$ cat config.mk
export PLATFORM = sky130hd
export DESIGN_NAME = shifter_arbiter_flat
export DESIGN_NICKNAME = d
export VERILOG_FILES = /design/src/rtl/shift_pkg.sv /design/src/rtl/shifter_arbiter_if.sv /design/src/rtl/shifter_arbiter_shifter.sv /design/src/rtl/shifter_arbiter.sv /design/src/flat_wrapper.sv
export SDC_FILE = /design/constraint.sdc
export NUM_CORES = 1
export LEC_CHECK = 0
export ABC_AREA = 1
export BUFFER_PORTS_ARGS = -buffer_cell sky130_fd_sc_hd__buf_2
export CAP_MARGIN = 0
export CORE_MARGIN = 2
export CORE_UTILIZATION = 58
export DETAILED_ROUTE_END_ITERATION = 8
export GPL_TIMING_DRIVEN = 1
export PLACE_DENSITY = 0.93
export SYNTH_ARGS = -nofsm -noshare
export SYNTH_HDL_FRONTEND = slang
export SYNTH_SLANG_ARGS = --single-unit
$ cat constraint.sdc
create_clock -name clk -period 2.3 [get_ports clk]
set_clock_uncertainty 0.05 [all_clocks]
set_input_delay 0.345 -clock clk [delete_from_list [all_inputs] [get_ports clk]]
set_output_delay 0.345 -clock clk [all_outputs]
set_load 0.01 [all_outputs]
$ cat src/rtl/shift_pkg.sv
// ============================================================================
// Module   : shift_pkg
// Purpose  : Shared constants and types for the shifter arbiter.
// Revision : 1.0 - initial release
// ============================================================================
`default_nettype none

package shift_pkg;

    localparam int SHIFT_WIDTH = 32;
    localparam int SHIFT_SHW   = 5;

    localparam logic SHIFT_LEFT  = 1'b0;
    localparam logic SHIFT_RIGHT = 1'b1;
    localparam logic SHIFT_LOGIC = 1'b0;
    localparam logic SHIFT_ARITH = 1'b1;

    localparam logic PORT_EXE = 1'b0;
    localparam logic PORT_MD  = 1'b1;

    typedef struct packed {
        logic [SHIFT_WIDTH-1:0] data;
        logic [SHIFT_SHW-1:0]   shamt;
        logic                   dir;
        logic                   arith;
    } shift_req_t;

    typedef enum logic [0:0] {
        BUF_EMPTY = 1'b0,
        BUF_FULL  = 1'b1
    } buf_state_t;

endpackage

`default_nettype wire

$ cat src/rtl/shifter_arbiter_if.sv
// ============================================================================
// Module   : shifter_arbiter_if
// Purpose  : Two request ports plus the buffered response of the arbiter.
// Revision : 1.0 - initial release
// ============================================================================
`default_nettype none

interface shifter_arbiter_if #(
    parameter int WIDTH = 32,
    parameter int SHW   = 5
) ();

    logic             req0_valid;
    logic             req0_ready;
    logic [WIDTH-1:0] req0_data;
    logic [SHW-1:0]   req0_shamt;
    logic             req0_dir;
    logic             req0_arith;

    logic             req1_valid;
    logic             req1_ready;
    logic [WIDTH-1:0] req1_data;
    logic [SHW-1:0]   req1_shamt;
    logic             req1_dir;
    logic             req1_arith;

    logic             resp_valid;
    logic             resp_ready;
    logic [WIDTH-1:0] resp_data;
    logic             resp_port;

    // Requesters and the result consumer.
    modport master (
        output req0_valid, req0_data, req0_shamt, req0_dir, req0_arith,
        input  req0_ready,
        output req1_valid, req1_data, req1_shamt, req1_dir, req1_arith,
        input  req1_ready,
        input  resp_valid, resp_data, resp_port,
        output resp_ready
    );

    // The arbiter itself.
    modport slave (
        input  req0_valid, req0_data, req0_shamt, req0_dir, req0_arith,
        output req0_ready,
        input  req1_valid, req1_data, req1_shamt, req1_dir, req1_arith,
        output req1_ready,
        output resp_valid, resp_data, resp_port,
        input  resp_ready
    );

endinterface

`default_nettype wire

$ cat src/rtl/shifter_arbiter_shifter.sv
// ============================================================================
// Module   : shifter_arbiter_shifter
// Purpose  : Combinational barrel shifter (left, logical right, arith right).
// Revision : 1.0 - initial release
// ============================================================================
`default_nettype none

module shifter_arbiter_shifter
    import shift_pkg::*;
#(
    parameter int WIDTH = SHIFT_WIDTH,
    parameter int SHW   = SHIFT_SHW
) (
    input  logic [WIDTH-1:0] Input,
    input  logic [SHW-1:0]   index,
    input  logic             direction,
    input  logic             AorL,
    output logic [WIDTH-1:0] Result
);

    // Separate statements keep the arithmetic shift in a signed context.
    always_comb begin
        Result = Input << index;
        if (direction == SHIFT_RIGHT) begin
            if (AorL == SHIFT_ARITH) begin
                Result = $signed(Input) >>> index;
            end else begin
                Result = Input >> index;
            end
        end
    end

endmodule

`default_nettype wire

$ cat src/rtl/shifter_arbiter.sv
// ============================================================================
// Module   : shifter_arbiter
// Purpose  : Round-robin share of one barrel shifter between two requesters,
//            with a one-entry valid/ready result buffer.
// Revision : 1.0 - initial release
// ============================================================================
`default_nettype none

module shifter_arbiter
    import shift_pkg::*;
#(
    parameter int WIDTH = SHIFT_WIDTH,
    parameter int SHW   = SHIFT_SHW
) (
    input  logic             clk,
    input  logic             rstn,
    shifter_arbiter_if.slave bus
);

    buf_state_t       state_q, state_d;
    logic [WIDTH-1:0] resp_data_q, resp_data_d;
    logic             resp_port_q, resp_port_d;
    logic             last_grant_q, last_grant_d;

    logic             can_accept;
    logic             grant_valid;
    logic             grant_port;
    logic             transfer;
    shift_req_t       sel_req;
    logic [WIDTH-1:0] shift_result;

    always_comb begin
        grant_valid = bus.req0_valid | bus.req1_valid;
        grant_port  = PORT_EXE;
        if (bus.req0_valid && bus.req1_valid) begin
            grant_port = ~last_grant_q;
        end else if (bus.req1_valid) begin
            grant_port = PORT_MD;
        end
    end

    // rstn gates ready so nothing is accepted while reset is held.
    assign can_accept     = (state_q == BUF_EMPTY) | bus.resp_ready;
    assign transfer       = rstn & can_accept & grant_valid;
    assign bus.req0_ready = transfer & (grant_port == PORT_EXE);
    assign bus.req1_ready = transfer & (grant_port == PORT_MD);

    always_comb begin
        if (grant_port == PORT_MD) begin
            sel_req = '{data: bus.req1_data, shamt: bus.req1_shamt,
                        dir: bus.req1_dir, arith: bus.req1_arith};
        end else begin
            sel_req = '{data: bus.req0_data, shamt: bus.req0_shamt,
                        dir: bus.req0_dir, arith: bus.req0_arith};
        end
    end

    shifter_arbiter_shifter #(
        .WIDTH (WIDTH),
        .SHW   (SHW)
    ) u_shifter (
        .Input     (sel_req.data),
        .index     (sel_req.shamt),
        .direction (sel_req.dir),
        .AorL      (sel_req.arith),
        .Result    (shift_result)
    );

    always_comb begin
        state_d      = state_q;
        resp_data_d  = resp_data_q;
        resp_port_d  = resp_port_q;
        last_grant_d = last_grant_q;
        if (transfer) begin
            state_d      = BUF_FULL;
            resp_data_d  = shift_result;
            resp_port_d  = grant_port;
            last_grant_d = grant_port;
        end else if (state_q == BUF_FULL && bus.resp_ready) begin
            state_d = BUF_EMPTY;
        end
    end

    always_ff @(posedge clk or negedge rstn) begin
        if (!rstn) begin
            state_q      <= BUF_EMPTY;
            resp_data_q  <= '0;
            resp_port_q  <= PORT_EXE;
            last_grant_q <= PORT_MD;
        end else begin
            state_q      <= state_d;
            resp_data_q  <= resp_data_d;
            resp_port_q  <= resp_port_d;
            last_grant_q <= last_grant_d;
        end
    end

    assign bus.resp_valid = (state_q == BUF_FULL);
    assign bus.resp_data  = resp_data_q;
    assign bus.resp_port  = resp_port_q;

endmodule

`default_nettype wire
$ cat src/flat_wrapper.sv
// flat-port wrapper written by rule: the top's interface ports become plain ports
module shifter_arbiter_flat import shift_pkg::*;
#(
    parameter int WIDTH = SHIFT_WIDTH,
    parameter int SHW   = SHIFT_SHW
)
  (clk, rstn, bus_req0_valid, bus_req0_data, bus_req0_shamt, bus_req0_dir, bus_req0_arith, bus_req0_ready, bus_req1_valid, bus_req1_data, bus_req1_shamt, bus_req1_dir, bus_req1_arith, bus_req1_ready, bus_resp_valid, bus_resp_data, bus_resp_port, bus_resp_ready);
  shifter_arbiter_if #(.WIDTH(WIDTH), .SHW(SHW)) bus_i ();
  input  logic clk;
  input  logic rstn;
  input wire logic [$bits(bus_i.req0_valid)-1:0] bus_req0_valid;
  input wire logic [$bits(bus_i.req0_data)-1:0] bus_req0_data;
  input wire logic [$bits(bus_i.req0_shamt)-1:0] bus_req0_shamt;
  input wire logic [$bits(bus_i.req0_dir)-1:0] bus_req0_dir;
  input wire logic [$bits(bus_i.req0_arith)-1:0] bus_req0_arith;
  output wire logic [$bits(bus_i.req0_ready)-1:0] bus_req0_ready;
  input wire logic [$bits(bus_i.req1_valid)-1:0] bus_req1_valid;
  input wire logic [$bits(bus_i.req1_data)-1:0] bus_req1_data;
  input wire logic [$bits(bus_i.req1_shamt)-1:0] bus_req1_shamt;
  input wire logic [$bits(bus_i.req1_dir)-1:0] bus_req1_dir;
  input wire logic [$bits(bus_i.req1_arith)-1:0] bus_req1_arith;
  output wire logic [$bits(bus_i.req1_ready)-1:0] bus_req1_ready;
  output wire logic [$bits(bus_i.resp_valid)-1:0] bus_resp_valid;
  output wire logic [$bits(bus_i.resp_data)-1:0] bus_resp_data;
  output wire logic [$bits(bus_i.resp_port)-1:0] bus_resp_port;
  input wire logic [$bits(bus_i.resp_ready)-1:0] bus_resp_ready;
  assign bus_i.req0_valid = bus_req0_valid;
  assign bus_i.req0_data = bus_req0_data;
  assign bus_i.req0_shamt = bus_req0_shamt;
  assign bus_i.req0_dir = bus_req0_dir;
  assign bus_i.req0_arith = bus_req0_arith;
  assign bus_req0_ready = bus_i.req0_ready;
  assign bus_i.req1_valid = bus_req1_valid;
  assign bus_i.req1_data = bus_req1_data;
  assign bus_i.req1_shamt = bus_req1_shamt;
  assign bus_i.req1_dir = bus_req1_dir;
  assign bus_i.req1_arith = bus_req1_arith;
  assign bus_req1_ready = bus_i.req1_ready;
  assign bus_resp_valid = bus_i.resp_valid;
  assign bus_resp_data = bus_i.resp_data;
  assign bus_resp_port = bus_i.resp_port;
  assign bus_i.resp_ready = bus_resp_ready;
  shifter_arbiter #(.WIDTH(WIDTH), .SHW(SHW)) u_core (.clk(clk), .rstn(rstn), .bus(bus_i));
endmodule
==> flow_results.org, run 1 <==
** Run status
- Outcome :: stopped before the end
- Failing step :: global routing
- First reported error :: [ERROR GRT-0232] Routing congestion too high. Check the congestion heatmap in the GUI.

** Timing
- After the last repair the worst path ends at a register input.
- Worst endpoint left by the global-route repair_timing run :: u_core.bus.resp_data[9]$_DFFE_PN0P_/D

** Clock tree
- Max clock buf depth :: 2
- Cts bufs inserted :: 5
- Maximum level of the CTS H-tree :: 2
- In this run the clock root is driven by a sky130_fd_sc_hd__clkbuf_8.
- Sinks on Clock Net :: 35

** Synthesis
- After synthesis, the netlist uses 36 different library cells.
- Post-synth design cell area :: 6210 sq um
- Synthesis handed over a netlist of 1,189 instances.
- Warnings, synthesis :: 0
- Sequential share of the synthesized area :: approximately 14%
- Net count of the mapped netlist :: 1,272
- Counting flops and latches in the post-synthesis netlist gives 35.
- Mean instance size in the synthesized netlist :: 5.22 sq um
- The share of synthesized area in the top cell type comes to 31.7%.
- Sorting the synthesized cells by area gives the leading types as sky130_fd_sc_hd__nand2_1 (32%), sky130_fd_sc_hd__nand3_1 (23%), sky130_fd_sc_hd__dfrtp_1 (14%).
- Post-synthesis cell type with the largest combined area :: sky130_fd_sc_hd__nand2_1

** Floorplanning
- The floorplan step set the die width to 107 um.
- I/O pin count :: between 100 and 150
- Cell row count :: 37
- Once the floorplan was initialized, standard cells occupied between 50% and 60% of the core.
- The die is between 100 and 150 um tall.

** Placement
- Routability-driven placement finished with a final weighted congestion of around 1.3.
- Dpl ws :: -132 ps
- The count of buffers added on input and output ports is 118.
- Detailed Place HPWL :: 17.1 mm

** Global routing
- Entering global routing, the biggest net connects 54 pins.
- Final global-route overflow total :: 2
- Global routing usage summed across all routing layers :: 70.6%
[stage by stage]
| stage | cell area (sq um) | hold slack [ps] | instances |
|---|---|---|---|
| after CTS | 7440 | 147 | 1435 |
| after detailed placement | 7030 | 415 | 1418 |
| after global placement | 7030 | 411 | 1418 |
| after floorplan | 6210 | -0.591 | 1189 |
[cells by family after synthesis]
kind of cell | share of synthesized area (%)
flops | 14.1
simple gates | 64.3
compound gates | 9.69
buf+inv | 11.9
[timing repair]
| item | CTS |
|---|---|
| hold buffers | 0 |
| setup endpoints to repair | 31 |
| gates cloned | 2 |
| pin swaps | 13 |
| resized for setup | 51 |
| setup buffers | 7 |
[routing by layer]
metal  GRT usage, %  GRT overflow
met5           37.1             0
met3           59.6             0
met4           64.9             0
met2           85.1             2
met1           70.4             0
[synthesized netlist by cell type (all sizes together)]
cell / count
o21a: 1
nor3: 1
a21oi: 28
nand2: 533
and2: 1
o21ai: 24
nor2: 46
o31ai: 1
dfstp: 1
o221ai: 1
a21boi: 18
nand4: 7
buf: 62
inv: 79
o21bai: 2
or2: 27
clkbuf: 10
nand3b: 13
nand3: 283
a31oi: 1
dfrtp: 34
o211ai: 16
==> run 2: changes to the inputs <==
--- a/config.mk
+++ b/config.mk
@@ -9,10 +9,10 @@
 export BUFFER_PORTS_ARGS = -buffer_cell sky130_fd_sc_hd__buf_2
 export CAP_MARGIN = 0
 export CORE_MARGIN = 2
-export CORE_UTILIZATION = 58
+export CORE_UTILIZATION = 40
 export DETAILED_ROUTE_END_ITERATION = 8
 export GPL_TIMING_DRIVEN = 1
-export PLACE_DENSITY = 0.93
+export PLACE_DENSITY_LB_ADDON = 0.15
 export SYNTH_ARGS = -nofsm -noshare
 export SYNTH_HDL_FRONTEND = slang
 export SYNTH_SLANG_ARGS = --single-unit
==> flow_results.org, run 2 <==
** Finish
- Final core utilization :: between 60 and 70%
- The net count of the finished layout is 1,509.
- Most common cell after layout, fill and taps aside :: sky130_fd_sc_hd__nand2_1
- Flip-flop count of the largest register after layout :: 32
- The post-route netlist has about 44% of its cells at a drive strength greater than 1.
- The filler cells instantiated in the layout total roughly 1,500.
- The repair_antennas step left the layout with diodes totalling 0.
- Compared with the post-synthesis result, the final layout area differs by 56.7%.
- In the layout the commonest cells are sky130_fd_sc_hd__nand2_1 (406), sky130_fd_sc_hd__nand3_1 (181), sky130_fd_sc_hd__buf_4 (141).

** Worst setup path
- STA puts the critical path data required time at around 2500 ps.
- Of all nets on the critical path, the largest fanout is 7.
- The critical path in this run is classified as reg -> reg.
- Critical path data arrival time :: roughly 2600 ps
- Critical path origin :: u_core.last_grant_q
- The worst setup path is launched from a flip-flop.
- Reg2reg start :: u_core.last_grant_q
- Crit path capture type :: flip-flop

** Clock tree
- The count of clock tree sinks came to 35 (unchanged).
- TritonCTS built the clock tree.
- Root buffer cell :: sky130_fd_sc_hd__clkbuf_16
- The count of H-tree levels built during CTS came to 2 (unchanged).
- Max clock buf depth :: 2 (unchanged)
- Clock-pin slew was measured on the worst setup and hold paths at about 60 ps.
- Worst-skew pair later-pin latency :: 290 ps
- The total clock buffers created by CTS is 5 (unchanged).

** Pwr
- Proportion of power drawn by flip-flops and latches :: approximately 15%
- The analysis attributes to net switching a power of roughly 0.0028 W.
- Overall power consumption :: 0.00565 W
- The worst-case IR drop observed on VDD is 406 uV.
- The share of total power dissipated in combinational logic is between 70% and 80%.
- In this run the power density over the cells is 581 nW/um^2.
- The analysis attributes to cell leakage a power of 5.21 nW.
- Cell internal power dissipation :: 0.00289 W
- The clock network is responsible for between 10% and 20% of the overall power.
- Switching share of total power :: 48.8%

** Timing
- Adding up every negative setup slack in the final design gives -1680 ps.
- Fmax achieved :: 0.411 GHz
- Setup violations remaining at the end of the flow were counted as 31.
- The routed design could run at a clock period as short as 2430 ps.
- Part of the cycle the worst path needs :: 106%
- For the pin with the worst max-slew slack, the measured transition is 493 ps.
- Headroom to the max-slew limit came out at 67.2%.
- Final Hold Violating Endpoints :: 0
- Final Max Slew Viols :: 0
- Across all setup checks in the final design, the least slack found is -133 ps.
- Setup repair after global routing could not meet its margin everywhere.

** Hold path
- Min-delay worst type :: in -> async

** Floorplanning
- The I/O pin count came to 119 (unchanged).
- Core Region :: 15,200 sq um
- Initial core utilization :: 40.8% (-19 points)
- The floorplan step defined a die boundary enclosing 16,500 sq um.
- The height of the die came to 129 um (+20%).
- Cell row count :: 45 (+22%)
- The x dimension of the die is 129 um (+20%).

** Synthesis
- The number of nets in the synthesized netlist came to 1,272 (unchanged).
- Netlist cell types :: 36 (unchanged)
- Among all flip-flop cells after synthesis, the most frequent one is sky130_fd_sc_hd__dfrtp_1.
- Sequential share of the synthesized area :: 14.1% (unchanged)
- Fraction of synthesized cell area taken by the top area cell type :: 31.7% (unchanged)
- Mean instance size in the synthesized netlist :: 5.22 sq um (unchanged)
- The cell area after technology mapping came to 6210 sq um (unchanged).
- Post-synthesis cell type with the largest combined area :: sky130_fd_sc_hd__nand2_1
- Ys async rst share :: 100% (unchanged)
- Leading cell types by count after synthesis :: sky130_fd_sc_hd__nand2_1 (525), sky130_fd_sc_hd__nand3_1 (282), sky130_fd_sc_hd__inv_1 (69)
- Warnings, synthesis :: 0 (unchanged)
- The number of instances in the synthesized netlist is 1,189 (unchanged).
- Yosys reg bits :: 35 (unchanged)
- Cell with the most instances after synthesis :: sky130_fd_sc_hd__nand2_1
- In the post-synthesis netlist, the biggest area contributors are sky130_fd_sc_hd__nand2_1 (32%), sky130_fd_sc_hd__nand3_1 (23%), sky130_fd_sc_hd__dfrtp_1 (14%).
- Number of enable-type register cells in the synthesized netlist :: 0 (unchanged)

** Global routing
- Final global-route overflow total :: 0
- Entering global routing, the biggest net connects 54 pins.
- The first global-routing pass estimated 43.1 mm of wire.
- Number of antenna violations at the first check in global routing :: 1
- The via count of the first global-routing pass was ~8,000.
- In the global route stage, overall resource usage came out at between 30% and 40%.

** Detailed routing
- For this block, the initial DRC count from the detailed router was 1,019.
- Drt drc :: 0
- Sum of routed wire length over all layers :: 29.5 mm
- The count of nets left with antenna violations once routing finished came out at 0.
- Drt wl/cell :: about 18 um
- The final route contains 8,989 vias.
- Vias per cell :: roughly 5.6
- Number of detailed-routing iterations run before antenna repair :: 6

** Run
- Across the run, the number of max-cap violations was 0.

** Run status
- The final reports fail on setup timing.
- The flow ran to the end, but the final reports show violations.

** Placement
- The post-placement worst setup slack is -246 ps (-114 ps).
- The final weighted congestion of routability-driven global placement is 1.02 (-19%).
- The number of port buffers is 118 (unchanged).
- Detailed Place HPWL :: 21.8 mm (+28%)
## run 2: cell counts after synthesis
No cell type changed its count.
## run 2: routing by layer
layer / global-route usage [%] / up-vias / share of wire [%]
met4: 8.63 / 0 / 3.1
met2: 57.9 / 403 / 47
met1: 44.1 / 4164 / 42
li1: - / 4349 / -
met5: 0 / - / 0
met3: 5.03 / 73 / 8.0
## run 2: logic make-up (layout without fill, tap and decap cells)
family	Yosys count	after routing	synth area share (%)
simple gates	911	912	64.3
buf+inv	151	388	11.9
compound gates	92	92	9.69
flops	35	35	14.1
## run 2: worst max-delay path, cell delays in order (launching register included)
cell and delay, ps:
sky130_fd_sc_hd__dfstp_2 550, sky130_fd_sc_hd__nand2_4 90, sky130_fd_sc_hd__buf_12 150, sky130_fd_sc_hd__nand3b_1 120, sky130_fd_sc_hd__nand2_4 130, sky130_fd_sc_hd__buf_12 180, sky130_fd_sc_hd__buf_6 130, sky130_fd_sc_hd__nand2_1 110
sky130_fd_sc_hd__nand3_2 120, sky130_fd_sc_hd__nand3_2 140, sky130_fd_sc_hd__nand3_4 100, sky130_fd_sc_hd__nand2_2 80, sky130_fd_sc_hd__nand2_1 70, sky130_fd_sc_hd__nand3_2 90, sky130_fd_sc_hd__nand2_1 70, sky130_fd_sc_hd__a21boi_1 170
## run 2: worst paths after layout
path                                       endpoint  slack (ps)  cells past startpoint
setup reg to reg            u_core.bus.resp_data[4]        -130                     15
setup / recovery            u_core.bus.resp_data[4]        -130                     15
max in group asynchronous       u_core.last_grant_q        1640                      2
min in group clk              u_core.bus.resp_valid         210                      2
hold / removal             u_core.bus.resp_data[17]         190                      2
hold reg to reg            u_core.bus.resp_data[13]         430                      2
## run 2: power groups by stage
stage               registers [W]  clock network [W]  logic (W)
floorplan                0.000909                  0    0.00183
global placement         0.000850                  0    0.00319
detailed placement       0.000850                  0    0.00319
CTS                      0.000844           0.000815    0.00339
global route             0.000860           0.000840    0.00430
finish                   0.000845           0.000810    0.00400
## run 2: cell type report
| cell class | instances | area [sq um] | share of cell area (%) |
|---|---|---|---|
| clock buffers | 5 | 125 | 1.29 |
| clock inverters | 3 | 43.8 | 0.450 |
| well taps | 188 | 235 | 2.42 |
| flip-flops and latches | 35 | 877 | 9.01 |
| inverters | 79 | 302 | 3.10 |
| repair buffers | 301 | 2430 | 25.0 |
| multi-input cells | 1004 | 5720 | 58.8 |
## run 2: metrics by stage
stage / instance area, sq um / cells / hold slack, ps
floorplan: 6210 / 1189 / -0.591
global placement: 8000 / 1580 / 409
detailed placement: 8000 / 1580 / 414
CTS: 8590 / 1595 / 210
global route: 9730 / 1615 / 218
finish: 9730 / 1615 / 193
## run 2: what timing repair did
item                       4_1_cts  5_1_grt
gates resized for setup         90      226
hold buffers                     0        0
setup buffers                    4       13
pin swaps                       10       56
setup endpoints to repair       32       32
gates cloned                     3        8
(Power assumes the default switching activity.)
==> run 3: changes to the inputs <==
--- a/config.mk
+++ b/config.mk
@@ -8,6 +8,7 @@
 export ABC_AREA = 1
 export BUFFER_PORTS_ARGS = -buffer_cell sky130_fd_sc_hd__buf_2
 export CAP_MARGIN = 0
+export CORE_ASPECT_RATIO = 0.8
 export CORE_MARGIN = 2
 export CORE_UTILIZATION = 40
 export DETAILED_ROUTE_END_ITERATION = 8
==> flow_results.org, run 3 (synthesis results as in run 2) <==
** Run status
- The flow ran to the end, but the final reports show violations.
- The checks that failed: setup timing.

** Global routing
- Number of antenna violations at the first check in global routing :: 0 (-1)
- The all-layer global routing usage was 32.0% (-1.6 points).
- First-pass GRT wire length :: 41.1 mm (-4.6%)
- Largest net degree at the start of global routing :: 54 (unchanged)
- The sum of overflow across all layers after global routing was 0 (unchanged).
- Number of global-route vias before repair :: 7,972 (-2.6%)

** Floorplanning
- The height of the die was 115 um (-10%).
- DIE WIDTH :: 143 um (+11%)
- The I/O pin count is 119 (unchanged).
- The die area was 16,500 sq um (about the same).
- Initial core utilization :: 41.1% (+0.24 points)
- Core Region :: 15,100 sq um (-0.58%)
- Cell row count :: 40 (-11%)

** Finish
- The fraction of layout instances using a drive strength above 1 is 34.1% (-9.8 points).
- Most common cell after layout, fill and taps aside :: sky130_fd_sc_hd__nand2_1
- Flip-flop count of the largest register after layout :: 32 (unchanged)
- Final core utilization :: 59.8% (-4.2 points)
- From synthesis to final layout, the design area changed by 45.6%.
- The number of fill cells in the layout came to 1,597 (+5.9%).
- # nets final :: 1,485 (-1.6%)
- The final standard cell area without fillers is 9040 sq um (-7.1%).
- The antenna cell count is 0 (unchanged).
- The library cells used most frequently in the layout, excluding fill and tap cells, are sky130_fd_sc_hd__nand2_1 (455), sky130_fd_sc_hd__nand3_1 (240), sky130_fd_sc_hd__buf_2 (118), sky130_fd_sc_hd__buf_4 (118), sky130_fd_sc_hd__inv_1 (69).

** Worst setup path
- Delay of the slowest cell on the worst path :: 550 ps (about the same)
- Crit path capture type :: flip-flop
- The cell count along the critical path is 13 (-2).
- The critical path in this run is classified as reg -> reg.
- The combined buffer and inverter count along the critical path is 2 (-1).
- Slowest library cell on the worst path :: sky130_fd_sc_hd__dfstp_2
- Critical Path Fanout Max :: 7 (unchanged)
- Family with the most delay on the worst path :: simple AND/OR/NAND/NOR gates
- Walking the worst path, the cells encountered are nand2_4 > nand3b_1 > nand2_4 > buf_12 > buf_4 > nand2_4 > nand2_2 > nand2_2 > nand2_2 > o211ai_1 > nand3_1 > nand3_2 > a21boi_1.
- Startpoint class of the critical path :: flip-flop
- Cell count of the worst reg-to-reg path :: 13 (-2)
- The critical path data required time came to 2420 ps (-40 ps).
- Critical path data arrival time :: 2490 ps (-100 ps)

** Clock tree
- The tree is rooted in a sky130_fd_sc_hd__clkbuf_16.
- The clock slew at the register clock pins of the worst setup and hold paths came to 60 ps (about the same).
- TritonCTS clock tree :: built
- Max clock buf depth :: 2 (unchanged)
- Sinks on Clock Net :: 35 (unchanged)
- The count of H-tree levels built during CTS came to 2 (unchanged).
- Cts bufs inserted :: 5 (unchanged)
- The clock latency on the worst-skew pair came to 280 ps (about the same).

** Pwr
- The share of power burned in registers is 15.7% (+0.8 points).
- The worst supply voltage drop on vdd came to 329 uV (-19%).
- The leakage power total was 4.93 nW (-5.4%).
- The switching part of the total was 48.1% (-0.71 points).
- Fraction of power consumed by the clock network :: 15.2% (+0.9 points)
- Power density cells :: 589 nW/um^2 (+1.4%)
- The total power of the final layout came to 0.00532 W (-5.8%).
- The switching power summed over all nets came to 0.00256 W (-7.2%).
- The combinational fraction of design power is 69.1% (-1.6 points).
- The cell-internal power is 0.00276 W (-4.5%).

** Timing
- Slew of the pin with the lowest slew margin :: 462 ps (-30.8 ps)
- The final clock period utilization by the worst path was 103% (-2.9 points).
- The final critical delay including setup and external delays is 2370 ps (-66.8 ps).
- The setup slack of the critical path after layout is -65.9 ps (+66.8 ps).
- Unrepaired setup endpoints after global routing :: true
- Final Hold Violating Endpoints :: 0 (unchanged)
- The relative max-transition margin came to 69.2% (+2.1 points).
- Number of failing setup endpoints in the final timing report :: 19 (-39%)
- Fmax achieved :: 0.423 GHz (+2.8%)
- The final-report max-slew violation count was 0 (unchanged).

** Detailed routing
- The vias after detailed routing came to 8,894 (-1.1%).
- Antenna-violating nets left :: 0 (unchanged)
- The mean number of vias per cell is 5.51 (-0.93%).
- The final routed wirelength across all metal layers is 28.4 mm (-3.7%).
- The post-route DRC violation count came to 0 (unchanged).
- Detailed Route Iter0 Violations :: 881 (-14%)
- Number of detailed-routing iterations run before antenna repair :: 5 (-1)
- The final routed wire length divided by cell count is 17.6 um (-3.5%).

** Hold path
- The path class of the tightest hold or removal check is in -> async.

** Run
- The number of max-cap violations was 0 (unchanged).

** Placement
- Routability congestion estimate from global placement :: 1.03 (+1.4%)
- Dpl ws :: -167 ps (+78.2 ps)
- Detailed Place HPWL :: 21.6 mm (-1.2%)
- The number of port buffers is 118 (unchanged).
- The instance area at placement was 7820 sq um (-2.2%).
[run 3: cell count changes in the layout (fill, tap and decap cells not counted), moves of 23 or more]
cell	before	now
sky130_fd_sc_hd__nand3_1	181	240
sky130_fd_sc_hd__buf_4	141	118
sky130_fd_sc_hd__nand2_2	110	66
sky130_fd_sc_hd__nand2_1	406	455
sky130_fd_sc_hd__nand3_2	92	41
[run 3: final timing paths]
path	endpoint	from	slack [ps]
worst max-delay path	u_core.bus.resp_data[0]	u_core.last_grant_q	-70
worst min-delay path	u_core.bus.resp_data[19]	rstn	180
worst max register to register	u_core.bus.resp_data[0]	u_core.last_grant_q	-70
worst min register to register	u_core.bus.resp_port	u_core.bus.resp_port	430
max in group asynchronous	u_core.last_grant_q	rstn	1660
min in group clk	u_core.bus.resp_valid	bus_resp_ready	210
[run 3: layout make-up]
cell class	count	area, sq um	area share [%]
clock buffers	6	139	1.54
clock inverters	2	35.0	0.388
inverters	79	307	3.39
multi-input cells	1004	5190	57.4
flip-flops and latches	35	877	9.70
well taps	210	263	2.91
repair buffers	277	2230	24.7
[run 3: timing repair]
item / CTS / global route
hold buffers: 0 / 0
resized for setup: 47 / 132
setup endpoints to repair: 32 / 32
pin swaps: 6 / 37
gates cloned: 1 / 16
setup buffers: 4 / 5
[run 3: stage by stage]
step           hold slack (ps)  cells  setup TNS (ps)
2_1_floorplan           -0.591   1189               0
3_3_place_gp               410   1579           -2700
3_5_place_dp               418   1579           -3640
4_1_cts                    181   1592           -77.9
5_1_grt                    215   1613           -4090
6_report                   181   1613            -483
[run 3: metal layers]
layer | up-vias | routed length [um] | GRT usage (%)
li1 | 4287 | - | -
met2 | 428 | 12300 | 51.6
met3 | 63 | 2660 | 6.20
met1 | 4116 | 12700 | 43.7
met5 | - | 0 | 0
met4 | 0 | 801 | 9.41
[run 3: power by group through the flow]
| stage | Combinational, W | Clock (W) | Sequential [W] |
|---|---|---|---|
| finish | 0.00368 | 0.000812 | 0.000835 |
| global route | 0.00397 | 0.000853 | 0.000854 |
| CTS | 0.00322 | 0.000824 | 0.000836 |
| detailed placement | 0.00312 | 0 | 0.000843 |
| global placement | 0.00312 | 0 | 0.000842 |
| floorplan | 0.00183 | 0 | 0.000909 |
==> run 4: changes to the inputs <==
--- a/config.mk
+++ b/config.mk
@@ -16,4 +16,5 @@
 export PLACE_DENSITY_LB_ADDON = 0.15
 export SYNTH_ARGS = -nofsm -noshare
 export SYNTH_HDL_FRONTEND = slang
+export SYNTH_HIERARCHICAL = 1
 export SYNTH_SLANG_ARGS = --single-unit
==> constraint.sdc (replaced) <==
create_clock -name clk -period 2.33 [get_ports clk]
set_clock_uncertainty 0.05 [all_clocks]
set_input_delay 0.3495 -clock clk [delete_from_list [all_inputs] [get_ports clk]]
set_output_delay 0.3495 -clock clk [all_outputs]
set_load 0.01 [all_outputs]
==> flow_results.org, run 4 <==
** Worst setup path
- Critical path data arrival time :: 2710 ps (+220 ps)
- The combined buffer and inverter count along the critical path was 3 (+1).
- The delay contributed by the slowest stage of the critical path came to 550 ps (about the same).
- Slowest library cell on the worst path :: sky130_fd_sc_hd__dfstp_2
- Grouping stages by cell kind, the critical path spends the most delay in simple AND/OR/NAND/NOR gates.
- Critical Path Fanout Max :: 15 (+8)
- The critical path is of the reg -> reg type.
- Required arrival time at the worst endpoint :: 2500 ps (+80 ps)
- Startpoint class of the critical path :: flip-flop
- Crit path capture type :: flip-flop
- Top cell by count, worst path :: sky130_fd_sc_hd__nand2_1
- List of cells traversed by the critical path :: a21oi_4 > inv_2 > buf_12 > buf_16 > nand2_1 > nand2_1 > nand2_1 > nand3_1 > nand3_2 > nand3_2 > nand2_1 > nor2_2 > nand3_1 > nand2_1 > nand3_1 > nand2_1

** Synthesis
- The cell area after technology mapping was 5570 sq um (-10%).
- Sequential share of the synthesized area :: 15.8% (+1.6 points)
- Fraction of synthesized cell area taken by the top area cell type :: 30.0% (-1.7 points)
- Mean instance size in the synthesized netlist :: 5.33 sq um (+2.1%)
- Net count of the mapped netlist :: 1,127 (-11%)
- Ys async rst share :: 100% (unchanged)
- Netlist cell types :: 38 (+5.6%)
- Cell with the most instances after synthesis :: sky130_fd_sc_hd__nand2_1
- In the synthesized netlist the dominant register cell turns out to be sky130_fd_sc_hd__dfrtp_1.
- By area the synthesized netlist is led by sky130_fd_sc_hd__nand3_1 (30%), sky130_fd_sc_hd__nand2_1 (29%), sky130_fd_sc_hd__dfrtp_1 (15%).
- The post-synthesis sequential element count was 35 (unchanged).
- Warnings, synthesis :: 6 (+6)
- The number of instances in the synthesized netlist came to 1,044 (-12%).
- By count the netlist is led by sky130_fd_sc_hd__nand2_1 (423), sky130_fd_sc_hd__nand3_1 (334), sky130_fd_sc_hd__buf_2 (43).
- The number of enable-type register cells in the synthesized netlist is 0 (unchanged).
- The largest total area in the synthesized netlist belongs to sky130_fd_sc_hd__nand3_1.

** Finish
- The fraction of layout instances using a drive strength above 1 came to 51.3% (+17 points).
- The number of fill cells in the layout is 1,130 (-29%).
- The number of nets at the end of the flow came to 1,367 (-7.9%).
- Area Overhead vs Synth :: 73.6%
- ANT cells :: 0 (unchanged)
- Summed area of non-filler cells in the final layout :: 9660 sq um (+6.9%)
- Most common cell after layout, fill and taps aside :: sky130_fd_sc_hd__nand2_1
- Commonest cells after routing, fill and taps aside :: sky130_fd_sc_hd__nand2_1 (300), sky130_fd_sc_hd__nand3_1 (187), sky130_fd_sc_hd__nand3_2 (136)
- The number of flip-flops in the largest register is 32 (unchanged).

** Global routing
- The initial antenna violation count came to 0 (unchanged).
- Number of global-route vias before repair :: 7,741 (-2.9%)
- The sum of overflow across all layers after global routing is 0 (unchanged).
- First-pass GRT wire length :: 40.5 mm (-1.5%)
- Largest net degree at the start of global routing :: 50 (-7.4%)
- The all-layer global routing usage came to 35.0% (+3.0 points).

** Clock tree
- Worst-skew pair later-pin latency :: 280 ps (about the same)
- TritonCTS built the clock tree.
- The total clock buffers created by CTS came to 5 (unchanged).
- The clock slew at the register clock pins of the worst setup and hold paths is 60 ps (about the same).
- Root buffer cell :: sky130_fd_sc_hd__clkbuf_16
- The number of buffers on the longest clock path is 2 (unchanged).
- The count of clock tree sinks is 35 (unchanged).
- The count of H-tree levels built during CTS was 2 (unchanged).

** Detailed routing
- The final routed wire length divided by cell count is 19.3 um (+9.8%).
- Drt drc :: 0 (unchanged)
- The violation count after the first detailed-route iteration is 1,065 (+21%).
- The mean number of vias per cell was 5.95 (+7.8%).
- Number of detailed-routing iterations run before antenna repair :: 6 (+1)
- The final routed wirelength across all metal layers was 28.3 mm (-0.29%).
- The number of nets with antenna violations after detailed routing is 0 (unchanged).
- The vias after detailed routing came to 8,711 (-2.1%).

** Timing
- The final-report max-slew violation count came to 0 (unchanged).
- Unrepaired setup endpoints after global routing :: true
- The final critical delay including setup and external delays was 2540 ps (+174 ps).
- The number of setup violations in the final report came to 32 (+13).
- The final clock period utilization by the worst path was 109% (+6.1 points).
- The achievable frequency came to 0.394 GHz (-6.8%).
- Slew of the pin with the lowest slew margin :: 447 ps (-14.6 ps)
- Worst rel slew slack :: 70.2% (+0.97 points)
- The hold violation total from the final report came to 0 (unchanged).
- Setup WS post-layout :: -210 ps (-144 ps)

** Pwr
- Net switching power :: 0.00279 W (+8.9%)
- The worst supply voltage drop on vdd is 384 uV (+17%).
- Power density cells :: 590 nW/um^2 (+0.21%)
- Static leakage power :: 5.04 nW (+2.2%)
- Proportion of power drawn by flip-flops and latches :: 15.1% (-0.6 points)
- Switching share of total power :: 48.9% (+0.83 points)
- Fraction of power consumed by the clock network :: 13.4% (-1.8 points)
- Part of the power in combinational logic :: 71.5% (+2.4 points)
- Cell internal power dissipation :: 0.00291 W (+5.4%)

** Run
- The number of max-cap violations was 0 (unchanged).

** Placement
- PortBufs :: 118 (unchanged)
- Area after detailed placement :: 7250 sq um (-7.3%)
- The final weighted congestion of routability-driven global placement was 0.966 (-6.3%).
- Detailed Place HPWL :: 18.7 mm (-13%)
- Dpl ws :: -405 ps (-238 ps)

** Floorplanning
- Cell row count :: 38 (-5.0%)
- The x dimension of the die is 136 um (-5.2%).
- I/O pin count :: 119 (unchanged)
- The area of the core was 13,600 sq um (-10%).
- Die Height :: 110 um (-5.1%)
- The starting utilization of the core area is 40.9% (-0.15 points).
- The die area came to 14,900 sq um (-10%).

** Run status
- Outcome :: complete, but fails checks
- Violated checks :: setup timing

** Hold path
- In this run the worst hold path is classified as in -> async.
==> run 4: cell types whose count changed after synthesis, sizes merged, moves of 10 or more <==
cell,previous run,this run
inv,79,40
nand2,533,435
nor2,46,34
nand3b,13,3
a21oi,28,16
or2,27,0
a21boi,18,2
nand3,283,339
==> run 4: timing repair <==
item,in CTS,in global routing
endpoints found under the hold margin,1,0
hold buffers,1,0
pin swaps,40,94
gates resized for setup,188,239
setup endpoints to repair,32,32
gates cloned,10,3
setup buffers,10,16
==> run 4: cell families after synthesis <==
family	Yosys count	share of synthesized area [%]
buf+inv	117	10.9
simple gates	833	66.3
compound gates	59	7.01
flops	35	15.8
==> run 4: area by class of cell <==
cell class | count | area, sq um | share of cell area, %
clock buffers | 5 | 125 | 1.30
inverters | 40 | 184 | 1.90
flip-flops and latches | 35 | 877 | 9.08
repair inverters | 2 | 36.3 | 0.376
multi-input cells | 892 | 5590 | 57.8
clock inverters | 3 | 43.8 | 0.453
well taps | 180 | 225 | 2.33
repair buffers | 308 | 2580 | 26.7
==> run 4: through the flow <==
stage	setup TNS [ps]	hold slack [ps]	total power (W)	instances	utilization, %
floorplan	0	3.91	0.00261	1044	-
global placement	-8810	124	0.00378	1418	53.3
detailed placement	-9950	130	0.00379	1418	53.3
CTS	-1070	375	0.00505	1446	62.4
global route	-6330	390	0.00603	1465	71.0
finish	-3390	372	0.00570	1465	71.0
==> run 4: routing by layer <==
metal	wire length [um]	global-route usage (%)	vias up
met1	11900	48.6	4069
met3	2780	6.41	94
met2	12700	55.8	558
met4	949	9.82	0
met5	0	0	-
li1	-	-	3990
==> run 4: power groups by stage <==
stage	logic (W)	registers, W	clock network, W
after floorplan	0.00167	0.000937	0
after global placement	0.00292	0.000868	0
after detailed placement	0.00292	0.000868	0
after CTS	0.00341	0.000862	0.000768
after global routing	0.00434	0.000880	0.000810
final	0.00408	0.000861	0.000762
==> run 4: final timing paths <==
kind	start	end	slack, ps	cells past startpoint
max in group asynchronous	rstn	u_core/last_grant_q	1170	3
worst max register to register	u_core/last_grant_q	u_core/bus.resp_data[10]	-210	16
worst max-delay path	u_core/last_grant_q	u_core/bus.resp_data[10]	-210	16
worst min register to register	u_core/bus.resp_data[2]	u_core/bus.resp_data[2]	420	2
worst min-delay path	rstn	u_core/bus.resp_valid	370	2
min in group clk	u_core/bus.resp_data[2]	u_core/bus.resp_data[2]	420	2
